==> src/rtl/sevenseg_scan.sv <==
// Time-multiplexed scan controller for a multi-digit seven-segment display.
// Optional leading-zero blanking is enabled by defining SEVENSEG_LZB_EN.
module sevenseg_scan #(
    parameter int DIGITS = 4,
    parameter int DIV    = 50000,
    parameter int DEAD   = 8
) (
    input  logic                  clk,
    input  logic                  rst_n,
    input  logic                  en,
    input  logic [4*DIGITS-1:0]   value_in,
    input  logic [DIGITS-1:0]     dp_in,
    input  logic                  value_we,
    output logic [6:0]            seg,
    output logic                  dp,
    output logic [DIGITS-1:0]     an,
    output logic                  frame_tick
);

    localparam int MAXC = (DIV > DEAD) ? DIV : DEAD;
    localparam int CW   = $clog2(MAXC + 1);
    localparam int IW   = (DIGITS > 1) ? $clog2(DIGITS) : 1;

    localparam logic [CW-1:0] DIV_LAST  = CW'(DIV - 1);
    localparam logic [CW-1:0] DEAD_LAST = (DEAD == 0) ? '0 : CW'(DEAD - 1);
    localparam logic [IW-1:0] IDX_LAST  = IW'(DIGITS - 1);

    typedef enum logic {
        BLANK = 1'b0,
        SHOW  = 1'b1
    } state_t;

    state_t                state_q, state_d;
    logic [IW-1:0]         idx_q, idx_d;
    logic [CW-1:0]         cnt_q, cnt_d;

    logic [4*DIGITS-1:0]   act_val_q, act_val_d;
    logic [DIGITS-1:0]     act_dp_q, act_dp_d;
    logic [4*DIGITS-1:0]   sh_val_q, sh_val_d;
    logic [DIGITS-1:0]     sh_dp_q, sh_dp_d;
    logic                  pend_q, pend_d;

    logic [6:0]            seg_q, seg_d;
    logic                  dp_q, dp_d;
    logic [DIGITS-1:0]     an_q, an_d;
    logic                  tick_q, tick_d;

    logic                  wrap;
    logic [DIGITS-1:0]     lzb;
    logic [3:0]            nib;

    function automatic logic [6:0] dec7(input logic [3:0] n);
        logic [6:0] s;
        unique case (n)
            4'h0: s = 7'h3F;
            4'h1: s = 7'h06;
            4'h2: s = 7'h5B;
            4'h3: s = 7'h4F;
            4'h4: s = 7'h66;
            4'h5: s = 7'h6D;
            4'h6: s = 7'h7D;
            4'h7: s = 7'h07;
            4'h8: s = 7'h7F;
            4'h9: s = 7'h6F;
            4'hA: s = 7'h77;
            4'hB: s = 7'h7C;
            4'hC: s = 7'h39;
            4'hD: s = 7'h5E;
            4'hE: s = 7'h7B;
            4'hF: s = 7'h71;
        endcase
        return s;
    endfunction

    // Frame boundary: the edge that leaves SHOW of the last digit.
    assign wrap = en && (state_q == SHOW) && (cnt_q == DIV_LAST)
                  && (idx_q == IDX_LAST);

    // Shadow/active value handling; active only changes at frame boundaries
    // while scanning, so a frame never mixes two values.
    always_comb begin
        act_val_d = act_val_q;
        act_dp_d  = act_dp_q;
        sh_val_d  = sh_val_q;
        sh_dp_d   = sh_dp_q;
        pend_d    = pend_q;
        if (!en || wrap) begin
            if (value_we) begin
                act_val_d = value_in;
                act_dp_d  = dp_in;
            end else if (pend_q) begin
                act_val_d = sh_val_q;
                act_dp_d  = sh_dp_q;
            end
            pend_d = 1'b0;
        end else if (value_we) begin
            sh_val_d = value_in;
            sh_dp_d  = dp_in;
            pend_d   = 1'b1;
        end
    end

`ifdef SEVENSEG_LZB_EN
    always_comb begin
        logic hi_nz;
        hi_nz = 1'b0;
        lzb   = '0;
        for (int i = DIGITS - 1; i >= 1; i--) begin
            hi_nz  = hi_nz | (act_val_d[4*i +: 4] != 4'h0);
            lzb[i] = !hi_nz;
        end
    end
`else
    assign lzb = '0;
`endif

    always_comb begin
        state_d = state_q;
        idx_d   = idx_q;
        cnt_d   = cnt_q;
        tick_d  = 1'b0;
        if (!en) begin
            state_d = BLANK;
            idx_d   = '0;
            cnt_d   = '0;
        end else begin
            unique case (state_q)
                BLANK: begin
                    if (DEAD == 0 || cnt_q == DEAD_LAST) begin
                        state_d = SHOW;
                        cnt_d   = '0;
                    end else begin
                        cnt_d = cnt_q + 1'b1;
                    end
                end
                SHOW: begin
                    if (cnt_q == DIV_LAST) begin
                        cnt_d   = '0;
                        state_d = (DEAD == 0) ? SHOW : BLANK;
                        tick_d  = wrap;
                        idx_d   = wrap ? '0 : idx_q + 1'b1;
                    end else begin
                        cnt_d = cnt_q + 1'b1;
                    end
                end
            endcase
        end
    end

    // Outputs follow the next state so they change on the same edge.
    assign nib = act_val_d[{idx_d, 2'b00} +: 4];

    always_comb begin
        seg_d = '0;
        dp_d  = 1'b0;
        an_d  = '1;
        if (state_d == SHOW) begin
            for (int i = 0; i < DIGITS; i++) begin
                an_d[i] = (idx_d != IW'(i));
            end
            seg_d = lzb[idx_d] ? 7'h00 : dec7(nib);
            dp_d  = act_dp_d[idx_d];
        end
    end

    always_ff @(posedge clk or negedge rst_n) begin
        if (!rst_n) begin
            state_q   <= BLANK;
            idx_q     <= '0;
            cnt_q     <= '0;
            act_val_q <= '0;
            act_dp_q  <= '0;
            sh_val_q  <= '0;
            sh_dp_q   <= '0;
            pend_q    <= 1'b0;
            seg_q     <= '0;
            dp_q      <= 1'b0;
            an_q      <= '1;
            tick_q    <= 1'b0;
        end else begin
            state_q   <= state_d;
            idx_q     <= idx_d;
            cnt_q     <= cnt_d;
            act_val_q <= act_val_d;
            act_dp_q  <= act_dp_d;
            sh_val_q  <= sh_val_d;
            sh_dp_q   <= sh_dp_d;
            pend_q    <= pend_d;
            seg_q     <= seg_d;
            dp_q      <= dp_d;
            an_q      <= an_d;
            tick_q    <= tick_d;
        end
    end

    assign seg        = seg_q;
    assign dp         = dp_q;
    assign an         = an_q;
    assign frame_tick = tick_q;

endmodule

==> config.mk <==
export PLATFORM = sky130hd
export DESIGN_NAME = sevenseg_scan
export DESIGN_NICKNAME = d
export VERILOG_FILES = /design/src/rtl/sevenseg_scan.sv
export SDC_FILE = /design/constraint.sdc
export NUM_CORES = 1
export LEC_CHECK = 0
export CAP_MARGIN = 20
export CORE_MARGIN = 8
export CORE_UTILIZATION = 55
export DETAILED_ROUTE_END_ITERATION = 10
export PLACE_DENSITY_LB_ADDON = 0.25
export SKIP_LAST_GASP = 1
export SLEW_MARGIN = 10
export SYNTH_ARGS = -nofsm -noshare
export SYNTH_HDL_FRONTEND = slang
export SYNTH_SLANG_ARGS = --single-unit
export TNS_END_PERCENT = 1
==> constraint.sdc <==
create_clock -name clk -period 3.5 [get_ports clk]
set_input_delay 0.7 -clock clk [delete_from_list [all_inputs] [get_ports clk]]
set_output_delay 0.7 -clock clk [all_outputs]
set_load 0.02 [all_outputs]
=== Word level (Yosys, flattened, before mapping) ===
Memories as Yosys holds them, arrays and structs flattened.
Index checks and enable logic that the tools add are counted.

* Register bits after elaboration: 73
* Latch bits: 0
* Bits in writable memories: 0
* Bits in read-only memories: 112
* Bits of input ports: 24
* Output and inout bits: 13
* Word-level logic and storage cells: 64
* Memories: 1

* Add/sub/neg operators: 2
* Multipliers: 0
* Divide/modulo/power cells: 0
* Order comparisons: 1
* Equality and inequality tests: 6
* Shift-type cells: 1
* Multiplexer cells: 31
* Bitwise gates (word level): 2
* Reduce and logical (&&, ||, !) cells: 8

{| class="wikitable"
|+ Memory list
! name !! depth !! bits a word !! rd ports !! clocked after memory_dff !! wr ports !! line !! source
|-
| (no name shown) || 16 || 7 || 1 || 0 || 0 || 54 || <nowiki>unique case (n)</nowiki>
|}

{| class="wikitable"
|+ Operators with widths
! operator !! count
|-
| $mux 16 || 6
|-
| $pmux 16 s2 || 1
|-
| $add 16x1->16 const B || 1
|-
| $eq 16x16->1 const B || 1
|-
| $eq 16x3->1 const B || 1
|-
| $mux 4 || 4
|-
| $shiftx 16x5->4 || 1
|-
| $mux 7 || 2
|-
| $mux 1 || 11
|-
| $mux 2 || 4
|-
| $bmux 1 s2 || 2
|-
| $ne 2x2->1 const B || 2
|-
| $reduce_bool 2->1 || 2
|-
| $logic_and 1x1->1 || 3
|-
| $lt 2x3->1 const B || 1
|-
| $add 2x1->2 const B || 1
|-
| $eq 2x2->1 const B || 1
|-
| $ne 2x1->1 const B || 1
|-
| $not 1->1 || 2
|-
| $pmux 1 s2 || 1
|-
| $reduce_and 2->1 || 1
|-
| $logic_not 1->1 || 1
|-
| $logic_or 1x1->1 || 1
|}

=== Longest topological paths before layout ===
Gate-level depths: netlist of the first run.

* Word-level depth: 11
* Depth in mapped cells: 13
* Mapped depth without buffers: 12

=== Least setup slack after synthesis of the first run ===
Ideal clock, no wire load.

* Kind: flip-flop to flip-flop
* From: reg cnt_q[0]
* To: reg seg_q[5] (netlist: seg[5])
* Setup time: 0.104 ns
* Data arrival time: 2.854 ns
* Required time: 3.396 ns
* Setup slack: 0.542 ns
* Stages on the path, launching flop included: 13
* Path buffers: 1
* Clock period less this slack: 2.958 ns
* Cells stage by stage: dfrtp_1 ha_1 nor4b_2 and4_1 clkbuf_8 o311ai_2 a22o_1 a221oi_2 inv_1 ha_1 o21ai_1 o21ai_0 a221oi_1

* Cells in the longest elaborated chain, start to end: 11
* Elaborated cells on any way between the ends: 20
* Those cells by class: eq/ne: 2; shift: 1; mux: 13; reduce/logical: 3; memory: 1

{| class="wikitable"
|+ RTL lines
! item !! line !! source
|-
| start: declaration || 35 || <nowiki>logic [CW-1:0] cnt_q, cnt_d;</nowiki>
|-
| start signal: assignment || 183 || <nowiki>cnt_q <= cnt_d;</nowiki>
|-
| $eq 16x16->1 || 76, 137 ||
|-
| $logic_and 1x1->1 || 76 || <nowiki>assign wrap = en && (state_q == SHOW) && (cnt_q == DIV_LAST)</nowiki>
|-
| $logic_and 1x1->1 || 77 || <nowiki>&& (idx_q == IDX_LAST);</nowiki>
|-
| $mux 2 || 141 || <nowiki>idx_d = wrap ? '0 : idx_q + 1'b1;</nowiki>
|-
| $mux 2 || 137 || <nowiki>if (cnt_q == DIV_LAST) begin</nowiki>
|-
| $mux 2 || 127 || <nowiki>unique case (state_q)</nowiki>
|-
| $mux 2 || 122 || <nowiki>if (!en) begin</nowiki>
|-
| $shiftx 16x5->4 / $bmux 1 s2 (equally long branches) || 151, 161 ||
|-
| $mem_v2 16x7 / $mux 1 (equally long branches) || - ||
|-
| $mux 7 || 161 || <nowiki>seg_d = lzb[idx_d] ? 7'h00 : dec7(nib);</nowiki>
|-
| $mux 7 * || 157 || <nowiki>if (state_d == SHOW) begin</nowiki>
|-
| named net seg_d[5] || 43 || <nowiki>logic [6:0] seg_q, seg_d;</nowiki>
|-
| end signal: assignment || 189 || <nowiki>seg_q <= seg_d;</nowiki>
|-
| end: declaration || 43 ||
|}

Mark *: on every way through the listed nets, which the timed path passes. The rest lies on a longest branch. The select of a mux whose other input is x is not followed.
A chain may end at the register's enable or synchronous reset.

=== Worst setup path after layout of the first run ===
* From: reg cnt_q[0]
* To: reg seg_q[1] (netlist: seg[1])

The elaborated chain is that of the path after synthesis.

==> qor.yml, run 1 <==
die_x_um: 99.90
skew_ns: 0.009958
drt-initial-drc-count: 165
worst_slack_ns: 0.2845
path_clk_slew_ns: 0.08
p_int_mw: 1.518
start_util_pct: 56.98
cp-end-kind: "register"
rows: 30
grt_pass1_vias: 3094
drt_wl_total_mm: 8.879
placedCellCount: 492
hold_viol_final: 0
synth_ff_type: "dfrtp_1"
startpoint_type: "register"
grt_max_degree: 40
finalMaxSlewViolations: 0
cts.htree.levels: 3
synth_edf_count: 0
num_io_pins: 37
cp.arrival_ns: 3.46
pwr-share-seq_pct: 46.8
clk_path_buf_depth: 2
drc: 0
ys_warn_count: 0
fillCellCount: 536
met2_length_mm: 4.330
cts-buffers-inserted: 9
gp_congestion: 0.8318
layout_min_cycle_time_ns: 3.215
finalSetupViolCount: 0
avgSynthCellArea_sq_um: 10.75
core_sq_um: 6794
met1_length_mm: 3.893
async_reset_ff_share_pct: 100.0
criticalPathCategory: "reg2reg"
overflow: 0
path_max_fanout: 8
area_growth_pct: 19.88
numClockSinks: 73
ys_types: 69
power_switching_uw: 532.5
worstReg2RegEnd: "seg[1]"
nNetsFinal: 439
first_pass_iters: 4
ir_worst_vdd_mv: 0.2381
switching_share_pct: 25.97
p_leak_nw: 1.945
vias: 2990
reg2reg_depth: 12
die_area_sq_um: 9979
wl_met3_um: 464
whs_ns: 0.4424
fmax_mhz: 311.0
clockRootBuffer: "clkbuf_8"
cp.required_ns: 3.74
max_slew_margin_pct: 45.64
cts_tree: "done"
status: "finished, final reports clean"
synth_area_sq_um: 3871
track_usage_pct: 18.65
clkLatencyLatePin_ns: 0.35
postRouteAntennaNets: 0
fin_cells: 508
layout-drive-gt1-share_pct: 19.42
via_per_inst: 5.886
clkPwrFrac_pct: 36.9
hpwl_mm: 6.463
reg2reg_slack_ns: 0.28
die_h_um: 99.90
tightest_slew_ns: 0.8154
wire_per_inst_um: 17.48
tns_ns: 0
pre_cts_slack_ns: 0.1080
timing.rr.start: "cnt_q[0]"
top_layer: "met4"
powerDensity_nw_per_um2: 441.9
cap_violations: 0
seq_area_frac_synth_pct: 47.32
grt_pass1_wl_mm: 15.05
syn_nets: 392
antenna_found_initial: 0
finalCritPeriodShare_pct: 91.87
rsz0062_at_grt: "no"
antenna_cells: 0
netlist_instances: 360
min_path_type: "in2async"
pwr-share-comb_pct: 16.3
ys_seq_elements: 73
port_buffers: 36
==> synth_stat cells (5+ instances only) <==
master / number / area share (%)
o21ai_0: 10 / 1.3
mux2_2: 20 / 5.8
nand3_1: 9 / 1.2
and3_1: 5 / 0.81
dfrtp_1: 69 / 45
nand2b_1: 6 / 0.97
o2bb2ai_1: 8 / 1.8
a21oi_1: 7 / 0.90
nor3_1: 10 / 1.3
buf_2: 5 / 0.65
ha_1: 8 / 2.6
xor2_1: 10 / 2.3
nor2b_1: 5 / 0.81
inv_1: 10 / 0.97
xnor2_1: 5 / 1.1
a22oi_1: 20 / 3.9
a221oi_1: 6 / 1.4
nor2_1: 32 / 3.1
clkbuf_1: 6 / 0.58
nand2_1: 24 / 2.3
==> metal layers <==
metal / vias to the layer above / GRT usage (%)
met5: - / 0
met4: 0 / 9.080
met3: 15 / 3.391
met2: 70 / 30.32
met1: 1483 / 23.34
li1: 1422 / -
==> cells by family after synthesis <==
| kind of cell | Yosys count | synth area share [%] |
|---|---|---|
| flip-flops | 73 | 47.32 |
| adder cells (fa/ha/maj) | 8 | 2.586 |
| XOR/XNOR | 15 | 3.394 |
| AO/OA/AOI/OAI | 90 | 18.81 |
| buffers and inverters | 27 | 3.523 |
| AND/OR/NAND/NOR | 124 | 17.78 |
| multiplexers | 23 | 6.594 |
==> critical path: stages, from the launching register on <==
cell and delay, ns:
dfrtp_1 0.40, ha_2 0.24, nor4b_4 0.23, buf_4 0.18, nand4_2 0.20, or3_4 0.42, o311ai_2 0.21, a22o_1 0.27
a221oi_2 0.05, buf_4 0.18, ha_1 0.33, xnor2_1 0.15, a221oi_1 0.25
==> sequential cells by signal, indices dropped and copies added (netlist names) <==
register / cells
idx_q: 2
act_dp_q: 4
seg: 7
state_q: 1
sh_val_q: 16
dp: 1
sh_dp_q: 4
pend_q: 1
cnt_q: 16
an: 4
frame_tick: 1
act_val_q: 16
==> power by group through the flow <==
stage,Combinational [mW],Clock (mW),Sequential [mW]
floorplan,0.217,0,0.962
CTS,0.334,0.765,0.958
global placement,0.319,0,0.971
detailed placement,0.333,0,0.974
finish,0.334,0.756,0.960
global route,0.368,0.794,0.967
==> layout by cell type (no fill, tap or decap), types with 3 or more instances in the layout <==
cell type        count
a22oi_1             20
and4_1               4
o31ai_4              3
buf_4               15
nand4_1              3
a31oi_1              4
o21a_1               4
o21ai_0             10
mux2_2              20
nor2_1              32
nand3b_1             4
xor2_1              10
o22ai_1              4
a221oi_1             6
a22o_1               3
nor2b_1              5
dfstp_2              4
a21oi_1              7
mux2i_1              3
clkbuf_8            11
nand3_1              9
dfrtp_1             69
ha_1                 7
xnor2_1              5
o2bb2ai_1            8
and3_1               5
clkdlybuf4s50_1     35
nand2b_1             6
nor3_1              10
nand2_1             24
inv_1               10
==> worst max path at each step <==
stage	to	start	slack, ns	depth (start not counted)
6_report	seg[1]	cnt_q[0]	0.28	12
5_1_grt	seg[6]	idx_q[0]	0.003	12
3_3_place_gp	seg[1]	value_we	0.21	11
3_5_place_dp	seg[1]	value_we	0.11	11
2_1_floorplan	seg[5]	cnt_q[0]	0.54	12
4_1_cts	seg[1]	cnt_q[0]	0.23	12
==> cell type report <==
| type | count | area [sq um] | share of cell area [%] |
|---|---|---|---|
| multi-input cells | 260 | 1914 | 41.25 |
| flip-flops and latches | 73 | 1832 | 39.47 |
| repair buffers | 53 | 508.0 | 10.95 |
| clock buffers | 12 | 155.1 | 3.343 |
| well taps | 96 | 120.1 | 2.588 |
| clock inverters | 4 | 73.82 | 1.591 |
| inverters | 10 | 37.54 | 0.8088 |
==> stage by stage <==
| step | total power, mW | utilization, % | cell area (sq um) |
|---|---|---|---|
| final | 2.051 | 68.31 | 4641 |
| after global routing | 2.129 | 68.31 | 4641 |
| after CTS | 2.058 | 68.14 | 4629 |
| after detailed placement | 1.307 | 64.77 | 4400 |
| after global placement | 1.289 | 64.77 | 4400 |
| after floorplan | 1.180 | - | 3871 |
==> timing repair <==
| action | in CTS | in global routing |
|---|---|---|
| hold buffers | 0 | 0 |
| setup endpoints to repair | 0 | 1 |
| buffers inserted | 0 | 0 |
| resized for setup | 0 | 2 |
Note: power is estimated with default switching activity, not from simulation.
==> run 2, diff against run 1 <==
--- a/config.mk
+++ b/config.mk
@@ -7,7 +7,7 @@
 export LEC_CHECK = 0
 export CAP_MARGIN = 20
 export CORE_MARGIN = 8
-export CORE_UTILIZATION = 55
+export CORE_UTILIZATION = 32
 export DETAILED_ROUTE_END_ITERATION = 10
 export PLACE_DENSITY_LB_ADDON = 0.25
 export SKIP_LAST_GASP = 1
==> run 2 against run 1 <==
Against the previous run:
- critical path depth is 2 higher
- flip-flop and latch count stayed put
- core utilization is 28 points lower
- critical path type unchanged
- register-to-register slack worse by 0.02 ns
- count of clock-buffer cells in the layout is 2 lower
- final cell count is 11% higher
- clock skew is 0.0030 ns lower
- critical endpoint is now seg[6]
==> qor.yml, run 2 (synthesized netlist as in run 1, its figures left out) <==
status: "finished, final reports clean"  # unchanged
rows: 40  # was 30
layout-drive-gt1-share_pct: 20.86  # was 19.42%
max_slew_margin_pct: 49.52  # was 45.64%
path_clk_slew_ns: 0.06  # was 0.08 ns
ctsHoldBuffers: 0  # unchanged
fin_cells: 564  # was 508
hold_viol_final: 0  # unchanged
die_h_um: 126.0  # was 99.90 um
num_io_pins: 37  # unchanged
placedCellCount: 546  # was 492
cts-buffers-inserted: 9  # unchanged
track_usage_pct: 12.81  # was 18.65%
fmax_mhz: 308.8  # was 311.0 MHz
tightest_slew_ns: 0.7538  # was 0.8154 ns
layout_min_cycle_time_ns: 3.239  # was 3.215 ns
start_util_pct: 32.50  # was 56.98%
grt_pass1_wl_mm: 16.19  # was 15.05 mm
path_max_fanout: 10  # was 8
skew_ns: 0.006987  # was 0.009958 ns
antenna_cells: 0  # unchanged
startpoint_type: "register"  # unchanged
antenna_found_initial: 0  # unchanged
final_common_cell: "dfrtp_1"  # unchanged
cts_tree: "done"  # unchanged
pre_cts_slack_ns: 0.1298  # was 0.1080 ns
finalMaxSlewViolations: 0  # unchanged
min_path_type: "in2async"  # unchanged
postRouteAntennaNets: 0  # unchanged
die_area_sq_um: 15870  # was 9979 sq um
area_growth_pct: 24.92  # was 19.88%
utilization_pct: 40.60  # was 68.31%
finalSetupViolCount: 0  # unchanged
nNetsFinal: 444  # was 439
cp.arrival_ns: 3.46  # about the same
rsz0062_at_grt: "no"  # unchanged
ir_worst_vdd_mv: 0.1789  # was 0.2381 mV
gp_congestion: 0.7885  # was 0.8318
grt_max_degree: 74  # was 40
overflow: 0  # unchanged
startpoint: "cnt_q[0]"  # unchanged
vias: 2970  # was 2,990
via_per_inst: 5.266  # was 5.886
hpwl_mm: 6.520  # was 6.463 mm
core_sq_um: 11910  # was 6794 sq um
numClockSinks: 73  # unchanged
drt-initial-drc-count: 149  # was 165
final_cell_mix: "69 x dfrtp_1, 35 x clkdlybuf4s50_1, 32 x nor2_1, 24 x nand2_1"  # unchanged
p_leak_nw: 2.005  # was 1.945 nW
cp-end-kind: "register"  # unchanged
drt_wl_total_mm: 9.535  # was 8.879 mm
drc: 0  # unchanged
cap_violations: 0  # unchanged
clk_path_buf_depth: 2  # unchanged
first_pass_iters: 4  # unchanged
worst_slack_ns: 0.2613  # was 0.2845 ns
max_stage_delay_ns: 0.42  # about the same
die_x_um: 126.0  # was 99.90 um
clkLatencyLatePin_ns: 0.34  # was 0.35 ns
tns_ns: 0  # unchanged
path_cells: "ha_2 > nor4b_2 > buf_4 > and4_2 > a21boi_1 > buf_6 > o2bb2ai_1 > a22o_1 > a221oi_2 > inv_1 > ha_1 > o21ai_1 > o21ai_0 > a221oi_1"  # was ha_2 > nor4b_4 > buf_4 > nand4_2 > or3_4 > o311ai_2 > a22o_1 > a221oi_2 > buf_4 > ha_1 > xnor2_1 > a221oi_1
clockRootBuffer: "clkbuf_16"  # was clkbuf_8
critPathSlowestCell: "dfrtp_1"  # was or3_4
cp.required_ns: 3.73  # was 3.74 ns
finalCritPeriodShare_pct: 92.53  # was 91.87%
top_regs: "act_val_q (16), cnt_q (16), sh_val_q (16)"  # unchanged
port_buffers: 36  # unchanged
cts.htree.levels: 3  # unchanged
timing.rr.start: "cnt_q[0]"  # unchanged
criticalPathCategory: "reg2reg"  # unchanged
grt_pass1_vias: 3049  # was 3,094
wire_per_inst_um: 16.91  # was 17.48 um
whs_ns: 0.3774  # was 0.4424 ns
powerDensity_nw_per_um2: 478.0  # was 441.9 nW/um^2
==> run 2: layout make-up <==
class	instances	area, sq um
Sequential cell	73	1832
Inverter	10	37.54
Tap cell	147	183.9
Clock inverter	6	90.09
Fill cell	1149	7076
Timing Repair Buffer	58	536.8
Clock buffer	10	239.0
Multi-Input combinational cell	260	1917
==> run 2: through the flow <==
stage	power (mW)	area (sq um)
6_report	2.312	4836
5_1_grt	2.430	4836
4_1_cts	2.338	4803
3_5_place_dp	1.300	4474
3_3_place_gp	1.293	4474
2_1_floorplan	1.180	3871
==> run 2: repair_timing <==
action	in CTS	in global routing
endpoints found under the setup margin	0	3
resized for setup	0	4
setup buffers	0	2
==> run 2: path summary, 6_finish.rpt <==
check	slack (ns)	to	depth (start not counted)
worst max-delay path	0.26	seg[6]	14
worst min-delay path	0.38	sh_dp_q[3]	2
worst max register to register	0.26	seg[6]	14
worst min register to register	0.49	act_val_q[13]	1
max in group asynchronous	2.76	an[1]	2
min in group clk	0.49	act_val_q[13]	1
==> run 2: critical path: cells and delay by family, from the launching register on <==
family	cells	cell delay, ns
flops	1	0.42
buf+inv	3	0.43
compound gates	7	1.31
fa+ha+maj	2	0.51
simple gates	2	0.45
==> run 2: per-layer routing <==
layer	GRT usage [%]	vias to the layer above	wire, um
met1	16.19	1451	4520
li1	-	1437	-
met2	19.41	68	4264
met4	5.874	0	235
met3	4.219	14	513
met5	0	-	0
==> run 2: where the power goes <==
part	total (mW)	internal (mW)	switching, mW
Combinational	0.326	0.159	0.167
Sequential	0.963	0.919	0.0432
Clock	1.02	0.646	0.377
Total	2.31	1.72	0.587
